## src/rtl/pipe_hazard_pkg.sv

```systemverilog
// Shared types and helpers for the pipeline hazard controller.
//   state_e    : controller FSM state with fixed encodings (RUN=0, STALL_D=1, FLUSH=2)
//   StateW     : width of the exported state_o bus
//   cnt_width  : bits needed to hold a count in [0, max_val]
package pipe_hazard_pkg;

  localparam int unsigned StateW = 2;

  typedef enum logic [StateW-1:0] {
    StRun    = 2'd0,
    StStallD = 2'd1,
    StFlush  = 2'd2
  } state_e;

  function automatic int unsigned cnt_width(input int unsigned max_val);
    return (max_val > 1) ? $clog2(max_val + 1) : 1;
  endfunction

endpackage

```

## src/rtl/mem_port_arb.sv

```systemverilog
// Shared IF/MEM memory-port arbiter with an IF starvation counter.
// Ports:
//   clk, rst_n      : clock, asynchronous active-low reset
//   i_ena           : advance enable; 0 holds the starvation counter
//   i_arb_en        : arbitrate (controller in RUN); otherwise MEM passes through
//   i_if_req        : IF requests the port
//   i_mem_req       : MEM requests the port
//   o_gnt_if        : port granted to IF
//   o_gnt_mem       : port granted to MEM
//   o_mem_stall     : MEM lost a conflict to a starved IF
//   o_if_blocked    : IF lost a conflict to MEM (front end must hold)
// Outputs are combinational; the controller registers them.
module mem_port_arb
  import pipe_hazard_pkg::*;
#(
  parameter int unsigned STARVE_MAX = 3
) (
  input  logic clk,
  input  logic rst_n,
  input  logic i_ena,
  input  logic i_arb_en,
  input  logic i_if_req,
  input  logic i_mem_req,
  output logic o_gnt_if,
  output logic o_gnt_mem,
  output logic o_mem_stall,
  output logic o_if_blocked
);

  localparam int unsigned StarveW = cnt_width(STARVE_MAX);

  logic [StarveW-1:0] r_starve;
  logic [StarveW-1:0] w_starve_d;
  logic               w_conflict;
  logic               w_if_wins;

  always_comb begin
    w_conflict   = i_if_req & i_mem_req;
    w_if_wins    = w_conflict & (r_starve == StarveW'(STARVE_MAX));
    o_gnt_if     = 1'b0;
    o_gnt_mem    = 1'b0;
    o_mem_stall  = 1'b0;
    o_if_blocked = 1'b0;
    w_starve_d   = r_starve;
    if (i_arb_en) begin
      if (w_conflict) begin
        if (w_if_wins) begin
          // IF has been denied STARVE_MAX times in a row: let it through once.
          o_gnt_if    = 1'b1;
          o_mem_stall = 1'b1;
          w_starve_d  = '0;
        end else begin
          o_gnt_mem    = 1'b1;
          o_if_blocked = 1'b1;
          w_starve_d   = r_starve + StarveW'(1);
        end
      end else if (i_if_req) begin
        o_gnt_if   = 1'b1;
        w_starve_d = '0;
      end else if (i_mem_req) begin
        o_gnt_mem = 1'b1;
      end
    end else begin
      // Stall/flush: MEM keeps its port, IF is not fetching, counter frozen.
      o_gnt_mem = i_mem_req;
    end
  end

  always_ff @(posedge clk or negedge rst_n) begin
    if (!rst_n) begin
      r_starve <= '0;
    end else if (i_ena) begin
      r_starve <= w_starve_d;
    end
  end

endmodule

```

## src/rtl/pipe_hazard_ctrl.sv

```systemverilog
// Pipeline hazard controller for the 5-stage core. Turns hazard flags into registered
// stage enables, flushes and shared memory-port grants.
// Priority: mispredict flush > data stall > memory-port arbitration.
// Ports:
//   clk, rst_n                 : clock, asynchronous active-low reset
//   ena                        : advance enable; 0 freezes all state and outputs
//   data_haz, fwd_ok           : RAW hazard in ID, and whether forwarding covers it
//   if_mem_req, mem_mem_req    : shared memory-port requests
//   br_issue, br_resolve       : branch issue / outcome-valid pulses
//   br_correct                 : prediction correct (qualified by br_resolve)
//   clr_cnt                    : synchronous clear of the event counters
//   pc_en, if_id_en, id_ex_en  : stage enables
//   flush_if_id, flush_id_ex   : stage flushes
//   gnt_if, gnt_mem, mem_stall : memory-port grants / MEM loss
//   state_o                    : FSM state (RUN=0, STALL_D=1, FLUSH=2)
//   br_pend, br_err            : branch outstanding / sticky double-issue error
//   flush_cnt, stall_cnt       : saturating mispredict-flush and data-stall counts
// Every output is registered: an event sampled at edge k is visible after edge k.
module pipe_hazard_ctrl
  import pipe_hazard_pkg::*;
#(
  parameter int unsigned LOAD_USE_CYC = 1,
  parameter int unsigned FLUSH_CYC    = 2,
  parameter int unsigned STARVE_MAX   = 3,
  parameter int unsigned CNT_W        = 8
) (
  input  logic              clk,
  input  logic              rst_n,
  input  logic              ena,
  input  logic              data_haz,
  input  logic              fwd_ok,
  input  logic              if_mem_req,
  input  logic              mem_mem_req,
  input  logic              br_issue,
  input  logic              br_resolve,
  input  logic              br_correct,
  input  logic              clr_cnt,
  output logic              pc_en,
  output logic              if_id_en,
  output logic              id_ex_en,
  output logic              flush_if_id,
  output logic              flush_id_ex,
  output logic              gnt_if,
  output logic              gnt_mem,
  output logic              mem_stall,
  output logic [StateW-1:0] state_o,
  output logic              br_pend,
  output logic              br_err,
  output logic [CNT_W-1:0]  flush_cnt,
  output logic [CNT_W-1:0]  stall_cnt
);

  localparam int unsigned TimerMax = (LOAD_USE_CYC > FLUSH_CYC) ? LOAD_USE_CYC : FLUSH_CYC;
  localparam int unsigned TimerW   = cnt_width(TimerMax - 1);

  // State and timer (timer = remaining cycles in STALL_D/FLUSH after the current one)
  state_e            r_state;
  state_e            w_state_d;
  logic [TimerW-1:0] r_timer;
  logic [TimerW-1:0] w_timer_d;

  // Registered outputs
  logic             r_pc_en, r_if_id_en, r_id_ex_en;
  logic             r_flush_if_id, r_flush_id_ex;
  logic             r_gnt_if, r_gnt_mem, r_mem_stall;
  logic             r_br_pend, r_br_err;
  logic [CNT_W-1:0] r_flush_cnt, r_stall_cnt;

  // Next-state wires
  logic             w_mispredict;
  logic             w_dstall;
  logic             w_flush_inc;
  logic             w_stall_inc;
  logic             w_arb_en;
  logic             w_gnt_if, w_gnt_mem, w_mem_stall, w_if_blocked;
  logic             w_pc_en_d, w_if_id_en_d, w_id_ex_en_d;
  logic             w_flush_if_id_d, w_flush_id_ex_d;
  logic             w_br_pend_d, w_br_err_d;
  logic [CNT_W-1:0] w_flush_cnt_d, w_stall_cnt_d;

  // A resolve only counts against a branch that is pending or issued this very cycle.
  assign w_mispredict = br_resolve & ~br_correct & (r_br_pend | br_issue);
  assign w_dstall     = data_haz & ~fwd_ok;

  always_comb begin
    w_state_d   = r_state;
    w_timer_d   = r_timer;
    w_flush_inc = 1'b0;
    w_stall_inc = 1'b0;
    if (w_mispredict) begin
      // Preempts a stall and restarts an ongoing flush.
      w_state_d   = StFlush;
      w_timer_d   = TimerW'(FLUSH_CYC - 1);
      w_flush_inc = 1'b1;
    end else begin
      unique case (r_state)
        StRun: begin
          if (w_dstall) begin
            w_state_d   = StStallD;
            w_timer_d   = TimerW'(LOAD_USE_CYC - 1);
            w_stall_inc = 1'b1;
          end
        end
        StStallD: begin
          if (r_timer != '0) begin
            w_timer_d = r_timer - TimerW'(1);
          end else if (w_dstall) begin
            // Hazard still present on the last stall cycle: stall again.
            w_timer_d   = TimerW'(LOAD_USE_CYC - 1);
            w_stall_inc = 1'b1;
          end else begin
            w_state_d = StRun;
          end
        end
        StFlush: begin
          if (r_timer != '0) begin
            w_timer_d = r_timer - TimerW'(1);
          end else begin
            w_state_d = StRun;
          end
        end
        default: begin
          w_state_d = StRun;
          w_timer_d = '0;
        end
      endcase
    end
  end

  // Grants are registered together with the state they belong to.
  assign w_arb_en = (w_state_d == StRun);

  mem_port_arb #(
    .STARVE_MAX (STARVE_MAX)
  ) u_mem_port_arb (
    .clk          (clk),
    .rst_n        (rst_n),
    .i_ena        (ena),
    .i_arb_en     (w_arb_en),
    .i_if_req     (if_mem_req),
    .i_mem_req    (mem_mem_req),
    .o_gnt_if     (w_gnt_if),
    .o_gnt_mem    (w_gnt_mem),
    .o_mem_stall  (w_mem_stall),
    .o_if_blocked (w_if_blocked)
  );

  always_comb begin
    w_pc_en_d       = 1'b1;
    w_if_id_en_d    = 1'b1;
    w_id_ex_en_d    = 1'b1;
    w_flush_if_id_d = 1'b0;
    w_flush_id_ex_d = 1'b0;
    unique case (w_state_d)
      StRun: begin
        // Front end holds while MEM owns the port against an IF request.
        w_pc_en_d    = ~w_if_blocked;
        w_if_id_en_d = ~w_if_blocked;
      end
      StStallD: begin
        w_pc_en_d       = 1'b0;
        w_if_id_en_d    = 1'b0;
        w_flush_id_ex_d = 1'b1;
      end
      StFlush: begin
        w_flush_if_id_d = 1'b1;
        w_flush_id_ex_d = 1'b1;
      end
      default: ;
    endcase
  end

  always_comb begin
    w_br_err_d  = r_br_err | (br_issue & r_br_pend & ~br_resolve);
    if (br_resolve) begin
      w_br_pend_d = 1'b0;
    end else if (br_issue) begin
      w_br_pend_d = 1'b1;
    end else begin
      w_br_pend_d = r_br_pend;
    end
  end

  always_comb begin
    w_flush_cnt_d = r_flush_cnt;
    w_stall_cnt_d = r_stall_cnt;
    if (clr_cnt) begin
      w_flush_cnt_d = '0;
      w_stall_cnt_d = '0;
    end else begin
      if (w_flush_inc && (r_flush_cnt != {CNT_W{1'b1}})) begin
        w_flush_cnt_d = r_flush_cnt + CNT_W'(1);
      end
      if (w_stall_inc && (r_stall_cnt != {CNT_W{1'b1}})) begin
        w_stall_cnt_d = r_stall_cnt + CNT_W'(1);
      end
    end
  end

  always_ff @(posedge clk or negedge rst_n) begin
    if (!rst_n) begin
      r_state       <= StRun;
      r_timer       <= '0;
      r_pc_en       <= 1'b1;
      r_if_id_en    <= 1'b1;
      r_id_ex_en    <= 1'b1;
      r_flush_if_id <= 1'b0;
      r_flush_id_ex <= 1'b0;
      r_gnt_if      <= 1'b0;
      r_gnt_mem     <= 1'b0;
      r_mem_stall   <= 1'b0;
      r_br_pend     <= 1'b0;
      r_br_err      <= 1'b0;
      r_flush_cnt   <= '0;
      r_stall_cnt   <= '0;
    end else if (ena) begin
      r_state       <= w_state_d;
      r_timer       <= w_timer_d;
      r_pc_en       <= w_pc_en_d;
      r_if_id_en    <= w_if_id_en_d;
      r_id_ex_en    <= w_id_ex_en_d;
      r_flush_if_id <= w_flush_if_id_d;
      r_flush_id_ex <= w_flush_id_ex_d;
      r_gnt_if      <= w_gnt_if;
      r_gnt_mem     <= w_gnt_mem;
      r_mem_stall   <= w_mem_stall;
      r_br_pend     <= w_br_pend_d;
      r_br_err      <= w_br_err_d;
      r_flush_cnt   <= w_flush_cnt_d;
      r_stall_cnt   <= w_stall_cnt_d;
    end
  end

  assign pc_en       = r_pc_en;
  assign if_id_en    = r_if_id_en;
  assign id_ex_en    = r_id_ex_en;
  assign flush_if_id = r_flush_if_id;
  assign flush_id_ex = r_flush_id_ex;
  assign gnt_if      = r_gnt_if;
  assign gnt_mem     = r_gnt_mem;
  assign mem_stall   = r_mem_stall;
  assign state_o     = r_state;
  assign br_pend     = r_br_pend;
  assign br_err      = r_br_err;
  assign flush_cnt   = r_flush_cnt;
  assign stall_cnt   = r_stall_cnt;

endmodule
```

## config.mk

```make
export PLATFORM = sky130hd
export DESIGN_NAME = pipe_hazard_ctrl
export DESIGN_NICKNAME = d
export VERILOG_FILES = /design/src/rtl/pipe_hazard_pkg.sv /design/src/rtl/mem_port_arb.sv /design/src/rtl/pipe_hazard_ctrl.sv
export SDC_FILE = /design/constraint.sdc
export NUM_CORES = 1
export LEC_CHECK = 0
export ABC_CLOCK_PERIOD_IN_PS = 2510
export BUFFER_PORTS_ARGS = -buffer_cell sky130_fd_sc_hd__buf_4
export CAP_MARGIN = 40
export CELL_PAD_IN_SITES_DETAIL_PLACEMENT = 0
export CELL_PAD_IN_SITES_GLOBAL_PLACEMENT = 2
export CORE_MARGIN = 1.5
export CORE_UTILIZATION = 30
export DETAILED_ROUTE_END_ITERATION = 6
export PLACE_DENSITY = 0.74
export SYNTH_ARGS = -nofsm -noshare
export SYNTH_HDL_FRONTEND = slang
export SYNTH_SLANG_ARGS = --single-unit
```

## constraint.sdc

```tcl
create_clock -name clk -period 2.51 [get_ports clk]
set_clock_uncertainty 0.05 [all_clocks]
set_input_delay 0.3765 -clock clk [delete_from_list [all_inputs] [get_ports clk]]
set_output_delay 0.3765 -clock clk [all_outputs]
set_load 0.01 [all_outputs]
```

# [Word-level counts from Yosys, hierarchy flattened]
# Index checks and enable logic that the tools add are counted.
[word_totals] elab_cells=93 output_inout_bits=28 in_bits=11 ff_bits=29
[classes] n_mux=40 eq_ne=8 addsub=4 bitwise_logic=13 n_reduce_logical=15
[ops] operator="2-to-1 mux 8 bit" count=4
[ops] operator="2-to-1 mux 1 bit" count=24
[ops] operator="adder 8 x 1 -> 8 bit (second input constant)" count=2
[ops] operator="2-to-1 mux 2 bit" count=8
[ops] operator="!= test 8 bit (second input constant)" count=2
[ops] operator="AND reduction 2 bit" count=4
[ops] operator="nonzero test 2 bit" count=4
[ops] operator="bitwise AND 1 bit" count=7
[ops] operator="== test 2 bit (second input constant)" count=3
[ops] operator="case mux 1 bit (2 select lines)" count=3
[ops] operator="case mux 2 bit (3 select lines)" count=1
[ops] operator="== test 2 x 1 -> 1 bit (second input constant)" count=2
[ops] operator="logical NOT 2 bit" count=2
[ops] operator="inverter 1 bit" count=4
[ops] operator="OR reduction 2 bit" count=2
[ops] operator="!= test 3 bit (second input constant)" count=1
[ops] operator="AND reduction 3 bit" count=1
[ops] operator="adder 2 x 1 -> 2 bit (second input constant)" count=1
[ops] operator="logical AND 1 bit" count=2
[ops] operator="bitwise OR 1 bit" count=2
[ops] operator="subtractor 1 bit (second input constant)" count=1

# [Logic depth before layout (Yosys ltp)]
[depth] word_depth=10 mapped_depth=8 mapped_depth_nobuf=8

# [Cells and area by module]
# Synthesis repeated with hierarchy kept, for this count alone.
[hier_totals] cells_unflattened=170 hier_area_um2=1659.1
[by_module_without_submodules] module="pipe_hazard_ctrl" cells_each=154 seq_area_each_um2=676.9 n_inst=1 area_per_inst_um2=1517.7
[by_module_without_submodules] module="mem_port_arb" cells_each=16 seq_area_each_um2=50.0 n_inst=1 area_per_inst_um2=141.4

# [Worst setup path after synthesis]
# No wires, ideal clock.
[synth_timing] kind="register -> register" from="register r_br_pend (netlist: br_pend)" to="register r_gnt_if (netlist: gnt_if)" setup_slack_ns=0.679 stages_incl_launch_ff=9 arrival_ns=1.663 period_less_slack_ns=1.831 setup_time_ns=0.118 n_path_buf=0 required_ns=2.342 cell_sequence="dfrtp_1 nor2_2 nor2_2 nor3_1 inv_1 ha_1 nand3_1 nor2b_1 a21o_1"
[synth_via] elab_chain_cells=5
[synth_rtl] element="from (decl)" line="pipe_hazard_ctrl.sv:66" rtl="logic r_br_pend, r_br_err;"
[synth_rtl] element="from (signal assigned)" line="pipe_hazard_ctrl.sv:227" rtl="r_br_pend <= w_br_pend_d;"
[synth_rtl] element="bitwise OR 1 bit" line="pipe_hazard_ctrl.sv:82" rtl="assign w_mispredict = br_resolve & ~br_correct & (r_br_pend | br_issue);"
[synth_rtl] element="bitwise AND 1 bit" line="pipe_hazard_ctrl.sv:82"
[synth_rtl] element="2-to-1 mux 2 bit" line="pipe_hazard_ctrl.sv:90" rtl="if (w_mispredict) begin"
[synth_rtl] element="via w_state_d[0]" line="pipe_hazard_ctrl.sv:58" rtl="state_e w_state_d;"
[synth_rtl] element="logical NOT 2 bit" line="pipe_hazard_ctrl.sv:131" rtl="assign w_arb_en = (w_state_d == StRun);"
[synth_rtl] element="2-to-1 mux 1 bit" line="mem_port_arb.sv:45" rtl="if (i_arb_en) begin"
[synth_rtl] element="to (signal assigned)" line="pipe_hazard_ctrl.sv:224" rtl="r_gnt_if <= w_gnt_if;"
[synth_rtl] element="to (decl)" line="pipe_hazard_ctrl.sv:65" rtl="logic r_gnt_if, r_gnt_mem, r_mem_stall;"
# The timed path passes the listed nets, and every way through them passes these cells.
# A chain may end at the register's enable or synchronous reset.

# [Worst setup path in the final report]
# Same ends and word-level chain as after synthesis.

==> metrics <==
Slew @ Worst Pin 0.673 ns; die extent in x 78.2 um; Post-synth ARST share 100%; Core Box Area 5470 um^2; status completed; Min Clock Period, post-route 2.06 ns; unrepaired setup endpoints after global routing false; post-synth top area share 41.3%; worst vdd ir 0.222 mV; HP Start br_resolve; initial antenna violation count 0; GRT Overall Usage 16.0%; CTS tree done; Ports 39; post-route antenna net violation count 0; WP data required 2.63 ns; Post-Route WL 4.44 mm; clk buf depth 2; WL/cell 15.3 um; Post-synth EDFFs 0; Synth area leader dfrtp_1; Synth Area per Inst 9.43 um^2; CP Data Arrival Time 2.18 ns; Worst R2R Path Depth 8; pwr/cell area 578 nW/um^2; CTS Buf Count 5; gpl congestion 0.827; leak pwr 1.05 nW; element type at the critical path end flip-flop; CP Class flip-flop to flip-flop; vias post-DR 1,538; DIE HEIGHT 78.2 um; Worst setup SP type flip-flop; synth warn 0; DRT iter0 DRCs 76; clk slew on worst S/H paths 0.06 ns; fin crit share 82.3%; clock root cell clkbuf_8; fin. max-slew vios 0; max cap viols 0; diodes inserted 0; Netlist cell types 47; DP Wirelength 3.15 mm; Starting Density 31.0%; reg2reg end gnt_if; Syn Std Cell Area 1700 um^2; IO Port Bufs 37; Layout Area Growth over Synthesis 25.6%; first-pass GRT wire length 7.69 mm; nets 235; hold depth 2; residual DRC count 0; largest net degree at the start of global routing 30; critical path fanouts, max 9; Fin. Hold Viols 0; Finish-stage setup viols 0; Primary FF master, synth dfrtp_1; Slew HR 55.1%; die area 6120 um^2; Overflow after GRT 0; postcts setup bufs 0; H-tree levels 2; Post-Syn Nets 197; Cells after Synth 180; worst min path class primary input to flip-flop; vias in the first global route 1,573; total number of clock tree sinks 29; Hold Slack 0.253 ns; final setup TNS 0 ns; sequential-to-total area share from yosys stat 42.8%; worst r2r src br_pend; hold worst-path end br_pend; layout cells sized above 1 25.1%; clock latency on the worst-skew pair 0.28 ns; synth top area cells dfrtp_1 (41%), a21oi_1 (4.4%), ha_1 (4.4%); worst reg-to-reg setup slack 0.45 ns; flops & latches, synth 29; via/cell ratio 5.29; Std-Cell Rows 27; FMAX 484 MHz; DRT Pass-1 Iters 4
[cell usage in the layout, fill, tap and decap left out, types with 2 or more instances in the layout]
master	count
buf_4	37
a41o_1	4
a41oi_1	2
a211o_1	3
nor4b_1	2
nand3_1	9
nand4_1	2
and3_1	5
mux2_2	2
a31oi_1	6
a21o_1	2
o211a_1	4
inv_1	10
nor4_1	2
nand2_1	18
nor3_1	8
a21oi_1	15
clkbuf_1	2
nor2_2	2
dfrtp_1	28
nor2_1	6
nor2b_1	3
o2111ai_1	2
clkbuf_8	6
ha_1	6
o21ai_0	8
a221o_1	2
or3_1	2
[Yosys cell counts, drive strengths merged (2+ instances only)]
master / number
dfrtp: 28
nand2: 18
a21oi: 15
inv: 10
nand3: 9
nor2: 8
nor3: 8
o21ai: 8
a31oi: 6
ha: 6
and3: 5
clkbuf: 5
a41o: 4
o211a: 4
a211o: 3
nor2b: 3
o2111ai: 3
or3: 3
a21o: 2
a221o: 2
a41oi: 2
buf: 2
mux2: 2
nand4: 2
nor4: 2
nor4b: 2
o211ai: 2
[how the worst max path moves through the flow]
stage	startpoint	end	slack [ns]
3_5_place_dp	br_issue	gnt_if	0.41
5_1_grt	br_pend	u_mem_port_arb.r_starve[0]	0.22
2_1_floorplan	br_pend	gnt_if	0.68
3_3_place_gp	br_issue	gnt_if	0.50
4_1_cts	br_pend	gnt_if	0.46
6_report	br_pend	gnt_if	0.45
[critical path: stages, from the launching register on]
cell	delay, ns
dfrtp_1	0.41
nor2_2	0.28
nor2_2	0.15
nor3_1	0.33
inv_1	0.11
ha_1	0.24
nand3_1	0.16
nor2b_1	0.07
a21o_1	0.15
[kinds of logic after synthesis]
| group | synth area share, % |
|---|---|
| AO/OA/AOI/OAI | 25.4 |
| other | 0.221 |
| buffers and inverters | 4.20 |
| adder cells (fa/ha/maj) | 4.42 |
| AND/OR/NAND/NOR | 21.1 |
| multiplexers | 1.92 |
| flip-flops | 42.8 |
[routing by layer]
layer / up-vias / GRT usage, % / routed length [um]
met3: 5 / 4.65 / 176
li1: 754 / - / -
met1: 741 / 20.0 / 2010
met2: 38 / 26.6 / 2190
met4: 0 / 5.18 / 68
met5: - / 0 / 0
[through the flow]
stage / std cells / area, um^2 / setup slack (ns) / utilization, % / total power, mW
2_1_floorplan: 180 / 1700 / 0.679 / - / 0.714
6_report: 291 / 2130 / 0.445 / 39.0 / 1.23
4_1_cts: 291 / 2130 / 0.455 / 39.0 / 1.25
3_3_place_gp: 282 / 2030 / 0.502 / 37.1 / 0.836
3_5_place_dp: 282 / 2030 / 0.405 / 37.1 / 0.845
5_1_grt: 291 / 2130 / 0.218 / 39.0 / 1.31
[flip-flops by register name, summed over array words and instances, names as in the netlist, 2 cells and up]
register	count
u_mem_port_arb.r_starve	2
flush_cnt	8
stall_cnt	8
state_o	2
[what timing repair did]
item | 4_1_cts | 5_1_grt
hold buffers | 1 | 0
hold endpoints to repair | 28 | 0
gates resized for setup | 0 | 0
endpoints found under the setup margin | 0 | 0
[report_power, final]
| part | internal, mW | switching [mW] | total [mW] |
|---|---|---|---|
| logic | 0.123 | 0.130 | 0.253 |
| registers | 0.517 | 0.0627 | 0.580 |
| clock network | 0.223 | 0.176 | 0.399 |
[final cells by class]
cell class	instances	area, um^2
clock buffers	8	90.1
fillers	556	3340
inverters	10	37.5
multi-input cells	134	900
flip-flops and latches	29	727
well taps	72	90.1
repair buffers	38	288
No activity file was read; power rests on OpenSTA's default activity.
